===== src/rtl/mix_columns_seq.sv =====
// AES MixColumns stage, processing COLS_PER_CYCLE columns per clock with a valid/ready handshake on each side.
// Define MIX_COLUMNS_INV_EN to add the inv_mode port and the InvMixColumns datapath.
module mix_columns_seq #(
    parameter int COLS_PER_CYCLE = 1
) (
    input  logic         clk,
    input  logic         rst,
    input  logic         in_valid,
    output logic         in_ready,
    input  logic [127:0] in_data,
    input  logic         last_round,
`ifdef MIX_COLUMNS_INV_EN
    input  logic         inv_mode,
`endif
    output logic         out_valid,
    input  logic         out_ready,
    output logic [127:0] out_data
);

    if (COLS_PER_CYCLE != 1 && COLS_PER_CYCLE != 2 && COLS_PER_CYCLE != 4) begin : g_bad_cols
        $error("mix_columns_seq: COLS_PER_CYCLE must be 1, 2 or 4");
    end

    localparam int unsigned STEPS     = 4 / COLS_PER_CYCLE;
    localparam logic [1:0]  LAST_STEP = 2'(STEPS - 1);

    typedef enum logic [1:0] {IDLE, CALC, HOLD} state_t;

    state_t        state;
    logic [1:0]    step;
    logic [127:0]  data;
    logic [31:0]   mixed [4];
    logic [3:0]    sel;
`ifdef MIX_COLUMNS_INV_EN
    logic          inv_r;
`endif

    function automatic logic [7:0] x2(input logic [7:0] b);
        return {b[6:0], 1'b0} ^ (b[7] ? 8'h1b : 8'h00);
    endfunction

    function automatic logic [31:0] fwd_col(input logic [31:0] c);
        logic [7:0] a0, a1, a2, a3;
        {a0, a1, a2, a3} = c;
        return {x2(a0) ^ x2(a1) ^ a1 ^ a2 ^ a3,
                a0 ^ x2(a1) ^ x2(a2) ^ a2 ^ a3,
                a0 ^ a1 ^ x2(a2) ^ x2(a3) ^ a3,
                x2(a0) ^ a0 ^ a1 ^ a2 ^ x2(a3)};
    endfunction

`ifdef MIX_COLUMNS_INV_EN
    function automatic logic [7:0] m9(input logic [7:0] b);
        return x2(x2(x2(b))) ^ b;
    endfunction
    function automatic logic [7:0] mb(input logic [7:0] b);
        return x2(x2(x2(b))) ^ x2(b) ^ b;
    endfunction
    function automatic logic [7:0] md(input logic [7:0] b);
        return x2(x2(x2(b))) ^ x2(x2(b)) ^ b;
    endfunction
    function automatic logic [7:0] me(input logic [7:0] b);
        return x2(x2(x2(b))) ^ x2(x2(b)) ^ x2(b);
    endfunction

    function automatic logic [31:0] inv_col(input logic [31:0] c);
        logic [7:0] a0, a1, a2, a3;
        {a0, a1, a2, a3} = c;
        return {me(a0) ^ mb(a1) ^ md(a2) ^ m9(a3),
                m9(a0) ^ me(a1) ^ mb(a2) ^ md(a3),
                md(a0) ^ m9(a1) ^ me(a2) ^ mb(a3),
                mb(a0) ^ md(a1) ^ m9(a2) ^ me(a3)};
    endfunction
`endif

    // Column i belongs to the window updated on step i / COLS_PER_CYCLE.
    always_comb begin
        for (int unsigned i = 0; i < 4; i++) begin
            sel[i] = (2'(i / COLS_PER_CYCLE) == step);
`ifdef MIX_COLUMNS_INV_EN
            mixed[i] = inv_r ? inv_col(data[127-32*i -: 32]) : fwd_col(data[127-32*i -: 32]);
`else
            mixed[i] = fwd_col(data[127-32*i -: 32]);
`endif
        end
    end

    always_ff @(posedge clk) begin
        if (rst) begin
            state     <= IDLE;
            step      <= '0;
            data      <= '0;
            in_ready  <= 1'b1;
            out_valid <= 1'b0;
`ifdef MIX_COLUMNS_INV_EN
            inv_r     <= 1'b0;
`endif
        end else begin
            case (state)
                IDLE: begin
                    if (in_valid) begin
                        data     <= in_data;
                        step     <= '0;
                        in_ready <= 1'b0;
`ifdef MIX_COLUMNS_INV_EN
                        inv_r    <= inv_mode;
`endif
                        if (last_round) begin
                            state     <= HOLD;
                            out_valid <= 1'b1;
                        end else begin
                            state <= CALC;
                        end
                    end
                end
                CALC: begin
                    for (int unsigned i = 0; i < 4; i++) begin
                        if (sel[i]) data[127-32*i -: 32] <= mixed[i];
                    end
                    if (step == LAST_STEP) begin
                        state     <= HOLD;
                        out_valid <= 1'b1;
                        step      <= '0;
                    end else begin
                        step <= step + 2'd1;
                    end
                end
                HOLD: begin
                    if (out_ready) begin
                        state     <= IDLE;
                        out_valid <= 1'b0;
                        in_ready  <= 1'b1;
                    end
                end
                default: begin
                    state     <= IDLE;
                    out_valid <= 1'b0;
                    in_ready  <= 1'b1;
                end
            endcase
        end
    end

    assign out_data = data;

endmodule


===== config.mk =====
export PLATFORM = sky130hd
export DESIGN_NAME = mix_columns_seq
export DESIGN_NICKNAME = d
export VERILOG_FILES = /design/src/rtl/mix_columns_seq.sv
export SDC_FILE = /design/constraint.sdc
export NUM_CORES = 1
export LEC_CHECK = 0
export ABC_AREA = 1
export CAP_MARGIN = 15
export CORE_MARGIN = 10
export CORE_UTILIZATION = 49
export DETAILED_ROUTE_END_ITERATION = 12
export PLACE_DENSITY = 0.79
export SLEW_MARGIN = 20
export SYNTH_ARGS = -nofsm -noshare
export SYNTH_HDL_FRONTEND = slang
export SYNTH_SLANG_ARGS = --single-unit

===== constraint.sdc =====
create_clock -name clk -period 1.4 [get_ports clk]
set_input_delay 0.42 -clock clk [delete_from_list [all_inputs] [get_ports clk]]
set_output_delay 0.42 -clock clk [all_outputs]
set_load 0.02 [all_outputs]

### Word level (Yosys, flattened, before mapping)

Index checks and enable logic that the tools add are counted.

| word-level totals | value |
|---|---|
| register bits after elaboration | 134 |
| latch bits | 0 |
| memory bits (writable) | 0 |
| ROM bits | 0 |
| bits of input ports | 133 |
| output and inout bits | 130 |
| memories kept | 0 |

| cells by class | value |
|---|---|
| add/sub/neg operators | 1 |
| multipliers | 0 |
| div/mod/pow operators | 0 |
| $lt $le $gt $ge | 0 |
| eq/ne operators | 14 |
| shift operators | 0 |
| muxes and demuxes | 38 |
| bitwise gates (word level) | 81 |
| reductions and logical operators | 11 |

Operators with widths:

| operator | number |
|---|---|
| $xor 8x8->8 | 64 |
| $pmux 128 s2 | 1 |
| $mux 128 | 1 |
| $mux 32 | 4 |
| $xor 8x5->8 | 16 |
| $mux 5 | 16 |
| $reduce_and 3->1 | 6 |
| $ne 2x2->1 const B | 8 |
| $mux 2 | 6 |
| $mux 1 | 6 |
| $pmux 1 s3 | 2 |
| $pmux 2 s3 | 1 |
| $eq 2x2->1 const A | 2 |
| $eq 2x2->1 const B | 2 |
| $logic_not 2->1 | 2 |
| $pmux 2 s2 | 1 |
| $reduce_and 4->1 | 1 |
| $add 2x1->2 const B | 1 |
| $eq 1x2->1 const A | 1 |
| $eq 2x1->1 const B | 1 |
| $reduce_and 2->1 | 1 |
| $reduce_bool 2->1 | 1 |
| $not 1->1 | 1 |

### Depth between registers and ports, before layout

Gate-level depths: netlist of run 1.

| depth | value |
|---|---|
| word-level depth | 8 |
| gate-level depth with buffers | 11 |
| mapped depth without buffers | 10 |

### Worst setup path before layout of run 1

Ideal clock, no wire load.

| path | value |
|---|---|
| path type | register to register |
| from | register data[39], in the netlist out_data[39] |
| to | register data[33], in the netlist out_data[33] |
| setup time | 0.132 ns |
| arrival | 1.299 ns |
| data required time | 1.268 ns |
| path slack | -0.031 ns |
| cell stages (with the launch flop) | 11 |
| path buffers | 1 |
| period minus slack after synthesis | 1.431 ns |
| path through | dfxtp_1 > buf_2 > inv_1 > nand2_1 > nand2_1 > inv_1 > nand2_1 > nand3_1 > nand3_1 > nand2_1 > a21oi_1 |

| between the ends | value |
|---|---|
| word-level cells in the longest chain between the ends | 5 |

Ends and longest elaborated chain:

| item | line | RTL |
|---|---|---|
| start: declaration | 31 | `logic [127:0] data;` |
| start signal: assignment | 101 | `data <= in_data;` |
| start signal: indexed assignment | 117 | `if (sel[i]) data[127-32*i -: 32] <= mixed[i];` |
| $mux 5 | 39 | `return {b[6:0], 1'b0} ^ (b[7] ? 8'h1b : 8'h00);` |
| $xor 8x5->8 | 39 |  |
| $xor 8x8->8 | 48 | `x2(a0) ^ a0 ^ a1 ^ a2 ^ x2(a3)};` |
| $mux 32 | 117 |  |
| $pmux 128 s2 | 98 | `case (state)` |

No other way between the ends. The select of a mux whose other input is x is not followed.
A chain may end at the register's enable or synchronous reset.

### Final worst setup path of run 1

| path | value |
|---|---|
| from | register state[1] |
| to | register data[37], in the netlist out_data[37] |

| between the ends | value |
|---|---|
| word-level cells in the longest chain between the ends | 3 |

Ends and longest elaborated chain:

| item | line | RTL |
|---|---|---|
| start: declaration | 29 | `state_t state;` |
| start signal: assignment | 89 | `state <= IDLE;` |
| start signal: assignment | 108 | `state <= HOLD;` |
| start signal: assignment | 111 | `state <= CALC;` |
| $eq 2x1->1 / $logic_not 2->1 (equally long branches) | 98 |  |
| $ne 2x2->1 (no source line) / $reduce_bool 2->1 (equally long branches) | n/a |  |
| $reduce_and 3->1 (no source line) | n/a |  |

Parallel ways exist; a longest one is shown, timed or not.

==> results.tsv, run 1 <==
metric	value	unit
status	finished, violations left	
failed_checks	setup timing	
final-instance-count-excl-fill	3366	
tritoncts.num_buffers	17	
drtAntennaViolNets	0	
peakVddDrop	0.000845	V
postRouteWirelength	50.3	mm
max-slew-margin-rel	71.9	%
max_slew_violation_count	0	
number_of_i_o_pins	263	
tritoncts_clock_tree	built	
fin_ws	-0.109	ns
total_number_of_vias	17700	
worst_hold_slack	0.458	ns
syn_avg_cell_area	5.11	sq um
power.density_cell_area	1780	mW/mm^2
full_die_area	0.0342	sq mm
top_area_cell_type_share_of_the_netlist_area	35.9	%
layout-area-overhead-vs-synth	44.3	%
final-setup-viol-count	119	
antenna_found_initial	0	
layout.cells.most_common	sky130_fd_sc_hd__nand2_1	
synth.yosys.seq_area_share	20.2	%
period_needed	1.51	ns
synth_area	0.0133	sq mm
clk_root_buffer_cell	sky130_fd_sc_hd__clkbuf_16	
hold_fails_final_rpt	0	
cts.htree.levels	4	
vias_in_the_first_global_route	16200	
postLayoutCoreUtil	71.4	%
synth_nets	2743	
top_cells_by_area_in_the_synthesized_netlist	sky130_fd_sc_hd__nand2_1 36%, sky130_fd_sc_hd__dfxtp_1 20%, sky130_fd_sc_hd__nand3_1 9.8%	
place.detailed.instances	3283	
synthesis.yosys.warnings	0	
clk-insertion-delay-late	0.43	ns
drive_gt1_share	21.8	%
avgViaCountPerCell	5.27	
dr.first_iter.drc_count	1428	
r2r_setup_slack	-0.11	ns
cts.path.max_buffers	2	
fmaxAchievable	663	MHz
timing_worst_setup_path_type	reg2reg	
ys_ff_latch	134	
synth_area_leader_cell	sky130_fd_sc_hd__nand2_1	
crit_path_max_fanout	6	
max_cap_check_violation_count	0	
fill_cell_count	2329	
rsz0062_at_grt	true	
timing.setup.tns	-5.51	ns
num_antenna_cells	0	
placement_rows	60	
path_clk_slew	0.07	ns
dp_slack	-0.555	ns
drt-wirelength-per-cell	14.9	um
post-route-drc-count	0	
die_w	185	um
tritoncts_num_sinks	134	
p_leak	0.00982	uW
grt_max_degree	52	
overflow	0	
worstMarginPinSlew	0.422	ns
die_height	185	um
count_of_nets_after_finishing	3149	
crit_required	1.76	ns
initial_utilization	49.5	%
critPathLaunchType	register	
finalWeightedCongestion	0.923	
grtUsageTotal	26.7	%
critical_path.reg2reg.startpoint	state[1]	
portion_of_the_clock_cycle_consumed_by_the_worst_path_in_the_final_layout	108	%
launch_point_of_the_critical_path	state[1]	
grt_pass1_wl	76.8	mm
netlist_instances	2606	
clock-skew-final	0.0177	ns
timing.hold.worst.start	rst	
timing.critical_path.arrival	1.87	ns
synth.distinct_cells	26	
port-buffer-count	262	
hpwlAfterDp	35.0	mm
crit_end_category	register	
detail_route.first_pass.iterations	6	
mostFrequentLayoutCells	1200 x sky130_fd_sc_hd__nand2_1, 253 x sky130_fd_sc_hd__nand3_1, 214 x sky130_fd_sc_hd__buf_4, 202 x sky130_fd_sc_hd__nor2_1, 198 x sky130_fd_sc_hd__inv_1	
fp.coreArea	0.0269	sq mm
min-delay-path-class	in2reg	
[timing repair]
action | CTS | global route
hold buffers | 0 | 0
endpoints found under the setup margin | 248 | 166
cloned | 4 | 14
pin swaps | 20 | 49
setup buffers | 11 | 27
resized for setup | 614 | 241
[flip-flops by register name (all words and copies together), names as in the netlist]
| signal | cells |
|---|---|
| step | 2 |
| out_data | 128 |
| in_ready | 1 |
| out_valid | 1 |
| state | 2 |
[critical path: stages (launching register included)]
cell                        delay [ns]
sky130_fd_sc_hd__dfxtp_4          0.38
sky130_fd_sc_hd__nor2_4           0.04
sky130_fd_sc_hd__inv_2            0.08
sky130_fd_sc_hd__nor2_4           0.06
sky130_fd_sc_hd__buf_12           0.13
sky130_fd_sc_hd__a21oi_4          0.22
sky130_fd_sc_hd__buf_12           0.18
sky130_fd_sc_hd__clkbuf_16        0.17
sky130_fd_sc_hd__nand2_4          0.05
sky130_fd_sc_hd__a21oi_2          0.13
[layout make-up]
cell class	instances	area (sq um)	share of cell area (%)
multi-input cells	2101	9750	50.8
well taps	341	427	2.22
repair buffers	524	4710	24.5
clock inverters	9	163	0.847
flip-flops and latches	134	2730	14.2
inverters	234	920	4.79
clock buffers	23	498	2.59
[worst paths after layout]
kind	endpoint	cells after the start
worst max register to register	out_data[37]	9
worst max-delay path	out_data[37]	9
worst min-delay path	in_ready	3
worst min register to register	out_valid	2
[report_power, final]
group	switching, uW	internal [uW]
sequential	568	4710
clock	1970	3250
combinational	14200	9500
[cell usage after synthesis]
library cell               number
sky130_fd_sc_hd__clkbuf_1      55
sky130_fd_sc_hd__nand3b_1       8
sky130_fd_sc_hd__dfxtp_1      134
sky130_fd_sc_hd__inv_1        224
sky130_fd_sc_hd__inv_2          2
sky130_fd_sc_hd__o21ai_1       32
sky130_fd_sc_hd__o21bai_1       3
sky130_fd_sc_hd__xor2_1        39
sky130_fd_sc_hd__ha_1           4
sky130_fd_sc_hd__buf_2         74
sky130_fd_sc_hd__buf_4          4
sky130_fd_sc_hd__buf_6          4
sky130_fd_sc_hd__o21ai_0       32
sky130_fd_sc_hd__nand2_1     1274
sky130_fd_sc_hd__nor3_1         1
sky130_fd_sc_hd__nor2_1       235
sky130_fd_sc_hd__nor2_4         2
sky130_fd_sc_hd__o21ai_2        1
sky130_fd_sc_hd__a21oi_4        3
sky130_fd_sc_hd__nand3_1      260
sky130_fd_sc_hd__nand2b_1       1
sky130_fd_sc_hd__nand2_2        1
sky130_fd_sc_hd__xnor2_1       55
sky130_fd_sc_hd__a21oi_1      146
sky130_fd_sc_hd__or2_2          4
sky130_fd_sc_hd__clkinv_1       8
[routing by layer]
layer  up-vias  GRT usage [%]  wire [um]  share of wire, %
met3       125           4.09       3760               7.5
met1      8077           32.9      21000                42
met2       712           45.7      23800                47
li1       8830              -          -                 -
met4         0           10.4       1670               3.3
met5         -              0          0                 0
[kinds of logic after synthesis]
group | synth area share [%]
buffers and inverters | 11.5
DFF | 20.2
adders and majority gates | 0.376
and+or+nand+nor | 53.3
xor gates and xnor gates | 6.19
AOI/OAI and AO/OA | 8.50
[metrics by stage]
step           instance area [sq um]  power (uW)
5_1_grt                        19200       37000
6_report                       19200       34200
3_5_place_dp                   17500       26200
2_1_floorplan                  13300       19300
4_1_cts                        18000       31700
3_3_place_gp                   17500       25700
Note: power is estimated with default switching activity, not from simulation.
==> run 2: changes to the inputs <==
--- a/config.mk
+++ b/config.mk
@@ -6,11 +6,11 @@
 export NUM_CORES = 1
 export LEC_CHECK = 0
 export ABC_AREA = 1
-export CAP_MARGIN = 15
 export CORE_MARGIN = 10
-export CORE_UTILIZATION = 49
+export CORE_UTILIZATION = 30
 export DETAILED_ROUTE_END_ITERATION = 12
-export PLACE_DENSITY = 0.79
+export HOLD_SLACK_MARGIN = 0.02
+export PLACE_DENSITY = 0.53
 export SLEW_MARGIN = 20
 export SYNTH_ARGS = -nofsm -noshare
 export SYNTH_HDL_FRONTEND = slang
==> run 2 against run 1 <==
The run still ends with setup timing left. Flip-flop and latch count unchanged. Clock power decreased by 11%. Sequential power increased by 4.0%. Maximum frequency increased by 2.2%. First-iteration DRC count decreased by 23%. Register-to-register slack improved by 0.03 ns. Global-route usage decreased by 7.9 points. Clock-buffer cell count increased by 1. Worst setup slack improved by 0.032 ns. Power decreased by 1.8%. Wire length increased by 3.0%.
==> results.tsv, run 2 (synthesis results as in run 1) <==
metric	value	unit	change
status	finished, violations left		
failed_checks	setup timing		
r2r_setup_slack	-0.08	ns	+0.03 ns
max_cap_check_violation_count	0		unchanged
crit_required	1.78	ns	+0.02 ns
dr.first_iter.drc_count	1097		-23%
antenna_found_initial	1		+1
min-delay-path-class	in2reg		
fp.coreArea	0.0440	sq mm	+64%
clk_root_buffer_cell	sky130_fd_sc_hd__clkbuf_16		
cts-hold-fix-buffers	0		unchanged
regToRegEndpoint	out_data[127]		
routedLengthMet1	24.7	mm	+17%
layout.cells.most_common	sky130_fd_sc_hd__nand2_1		
tritoncts_num_sinks	134		unchanged
die_height	231	um	+25%
critPathLaunchType	register		
number_of_i_o_pins	263		unchanged
cts.path.max_buffers	2		unchanged
port-buffer-count	262		unchanged
timing_worst_setup_path_type	reg2reg		
cts.htree.levels	4		unchanged
timing.reg2reg.worst_path_depth	9		unchanged
fin_ws	-0.0771	ns	+0.0319 ns
worstMarginPinSlew	0.450	ns	+0.0279 ns
dp_slack	-0.599	ns	-0.0437 ns
timing.hold.worst.start	rst		
full_die_area	0.0532	sq mm	+56%
detail_route.first_pass.iterations	5		-1
critical_path.max_stage_delay	0.36	ns	-0.02 ns
grtUsageTotal	18.8	%	-7.9 points
postLayoutCoreUtil	44.7	%	-27 points
crit_path_max_fanout	26		+20
hpwlAfterDp	39.4	mm	+12%
layout-area-overhead-vs-synth	48.0	%	
timing.critical_path.arrival	1.85	ns	-0.02 ns
worstHoldPathCells	3		unchanged
count_of_nets_after_finishing	3156		+0.22%
rsz0062_at_grt	true		
path_clk_slew	0.06	ns	about the same
postRouteWirelength	51.8	mm	+3.0%
tritoncts.num_buffers	17		unchanged
period_needed	1.48	ns	-0.0319 ns
grt_max_degree	75		+44%
drive_gt1_share	22.8	%	+1.0 points
largest_register_ff_count	128		unchanged
timing.setup.tns	-3.04	ns	+2.46 ns
overflow	0		unchanged
clock-skew-final	0.00747	ns	-0.0102 ns
vias_in_the_first_global_route	15800		-2.8%
tritoncts_clock_tree	built		
drtAntennaViolNets	0		unchanged
peakVddDrop	0.000706	V	-16%
grt_pass1_wl	82.3	mm	+7.2%
avgViaCountPerCell	4.72		-11%
max-slew-margin-rel	70.0	%	-1.9 points
routed-wl-met2	23.8	mm	-0.11%
finalWeightedCongestion	0.856		-7.2%
post-route-drc-count	0		unchanged
critical_path.cell_chain	nor2_2, inv_2, nor2_4, a21oi_4, buf_12, buf_4, nor2_1, nand2_1, a21oi_1		
drt-wirelength-per-cell	14.3	um	-4.3%
power.density_cell_area	1700	mW/mm^2	-4.3%
worst_path_max_delay_cell	sky130_fd_sc_hd__dfxtp_4		
final-setup-viol-count	112		-5.9%
max_slew_violation_count	0		unchanged
mostFrequentLayoutCells	1228 x sky130_fd_sc_hd__nand2_1, 283 x sky130_fd_sc_hd__buf_4, 250 x sky130_fd_sc_hd__nand3_1, 201 x sky130_fd_sc_hd__inv_1, 173 x sky130_fd_sc_hd__nor2_1		
die_w	231	um	+25%
hold_fails_final_rpt	0		unchanged
initial_utilization	30.2	%	-19 points
p_leak	0.00978	uW	-0.41%
placement_rows	77		+28%
fmaxAchievable	677	MHz	+2.2%
routed.top_layer	met4		
total_number_of_vias	17100		-3.7%
portion_of_the_clock_cycle_consumed_by_the_worst_path_in_the_final_layout	106	%	-2.3 points
critical_path.reg2reg.startpoint	state[1]		
crit_end_category	register		
dr_wl_met3	2.72	mm	-28%
clk-insertion-delay-late	0.46	ns	+0.03 ns
worst_hold_path.endpoint	in_ready		
-- run 2: cell count changes in the layout (fill, tap and decap cells not counted), moves of 9 or more --
cell | previous run | this run
sky130_fd_sc_hd__dfxtp_4 | 9 | 18
sky130_fd_sc_hd__buf_6 | 32 | 86
sky130_fd_sc_hd__nor2_1 | 202 | 173
sky130_fd_sc_hd__buf_2 | 105 | 1
sky130_fd_sc_hd__buf_4 | 214 | 283
sky130_fd_sc_hd__nand2_2 | 66 | 43
sky130_fd_sc_hd__nor2_2 | 23 | 59
sky130_fd_sc_hd__a21oi_2 | 43 | 21
sky130_fd_sc_hd__nand2_1 | 1200 | 1228
sky130_fd_sc_hd__clkbuf_16 | 27 | 18
sky130_fd_sc_hd__dfxtp_2 | 12 | 55
sky130_fd_sc_hd__dfxtp_1 | 113 | 61
sky130_fd_sc_hd__a21oi_1 | 103 | 125
-- run 2: critical path, delay by kind of cell, from the launching register on --
| kind | cells | cell delay [ns] |
|---|---|---|
| flops | 1 | 0.36 |
| buf+inv | 3 | 0.39 |
| simple gates | 4 | 0.45 |
| compound gates | 2 | 0.18 |
-- run 2: worst max path at each step --
stage / from / endpoint / slack [ns]
after CTS: out_data[111] / out_data[111] / -0.08
final: state[1] / out_data[127] / -0.08
after detailed placement: in_valid / out_data[112] / -0.60
after floorplan: rst / out_data[121] / -0.02
after global routing: state[0] / out_data[102] / -0.18
after global placement: in_valid / out_data[116] / -0.54
-- run 2: repair_timing --
action | CTS | global route
pin swaps | 11 | 25
gates resized for setup | 862 | 135
gates cloned | 4 | 1
setup endpoints to repair | 262 | 190
buffers inserted | 16 | 11
-- run 2: where the power goes --
group          total, uW  internal, uW  leakage (uW)  switching, uW
sequential          5480          4800       0.00114            687
combinational      23400          9750       0.00836          13700
clock               4630          2710      0.000288           1920
total              33500         17300       0.00978          16300
-- run 2: cell type report --
cell class,count,area [sq um]
inverters,234,913
clock inverters,8,70.1
multi-input cells,2101,9600
fillers,4717,24300
flip-flops and latches,134,2820
clock buffers,24,512
well taps,592,741
repair buffers,531,5050
diodes,1,2.50
-- run 2: through the flow --
stage | total power, uW | cells | area, sq um | hold WS [ns]
2_1_floorplan | 19300 | 2606 | 13300 | 0.472
3_3_place_gp | 26800 | 3570 | 18100 | 0.472
3_5_place_dp | 27100 | 3570 | 18100 | 0.490
4_1_cts | 33000 | 3618 | 19200 | 0.403
5_1_grt | 36800 | 3624 | 19700 | 0.434
6_report | 33500 | 3625 | 19700 | 0.396
-- run 2: routing by layer --
| layer | vias to the layer above | GRT usage (%) |
|---|---|---|
| met5 | - | 0 |
| met4 | 0 | 4.56 |
| met3 | 28 | 3.64 |
| met2 | 386 | 31.0 |
| met1 | 7832 | 24.8 |
| li1 | 8850 | - |
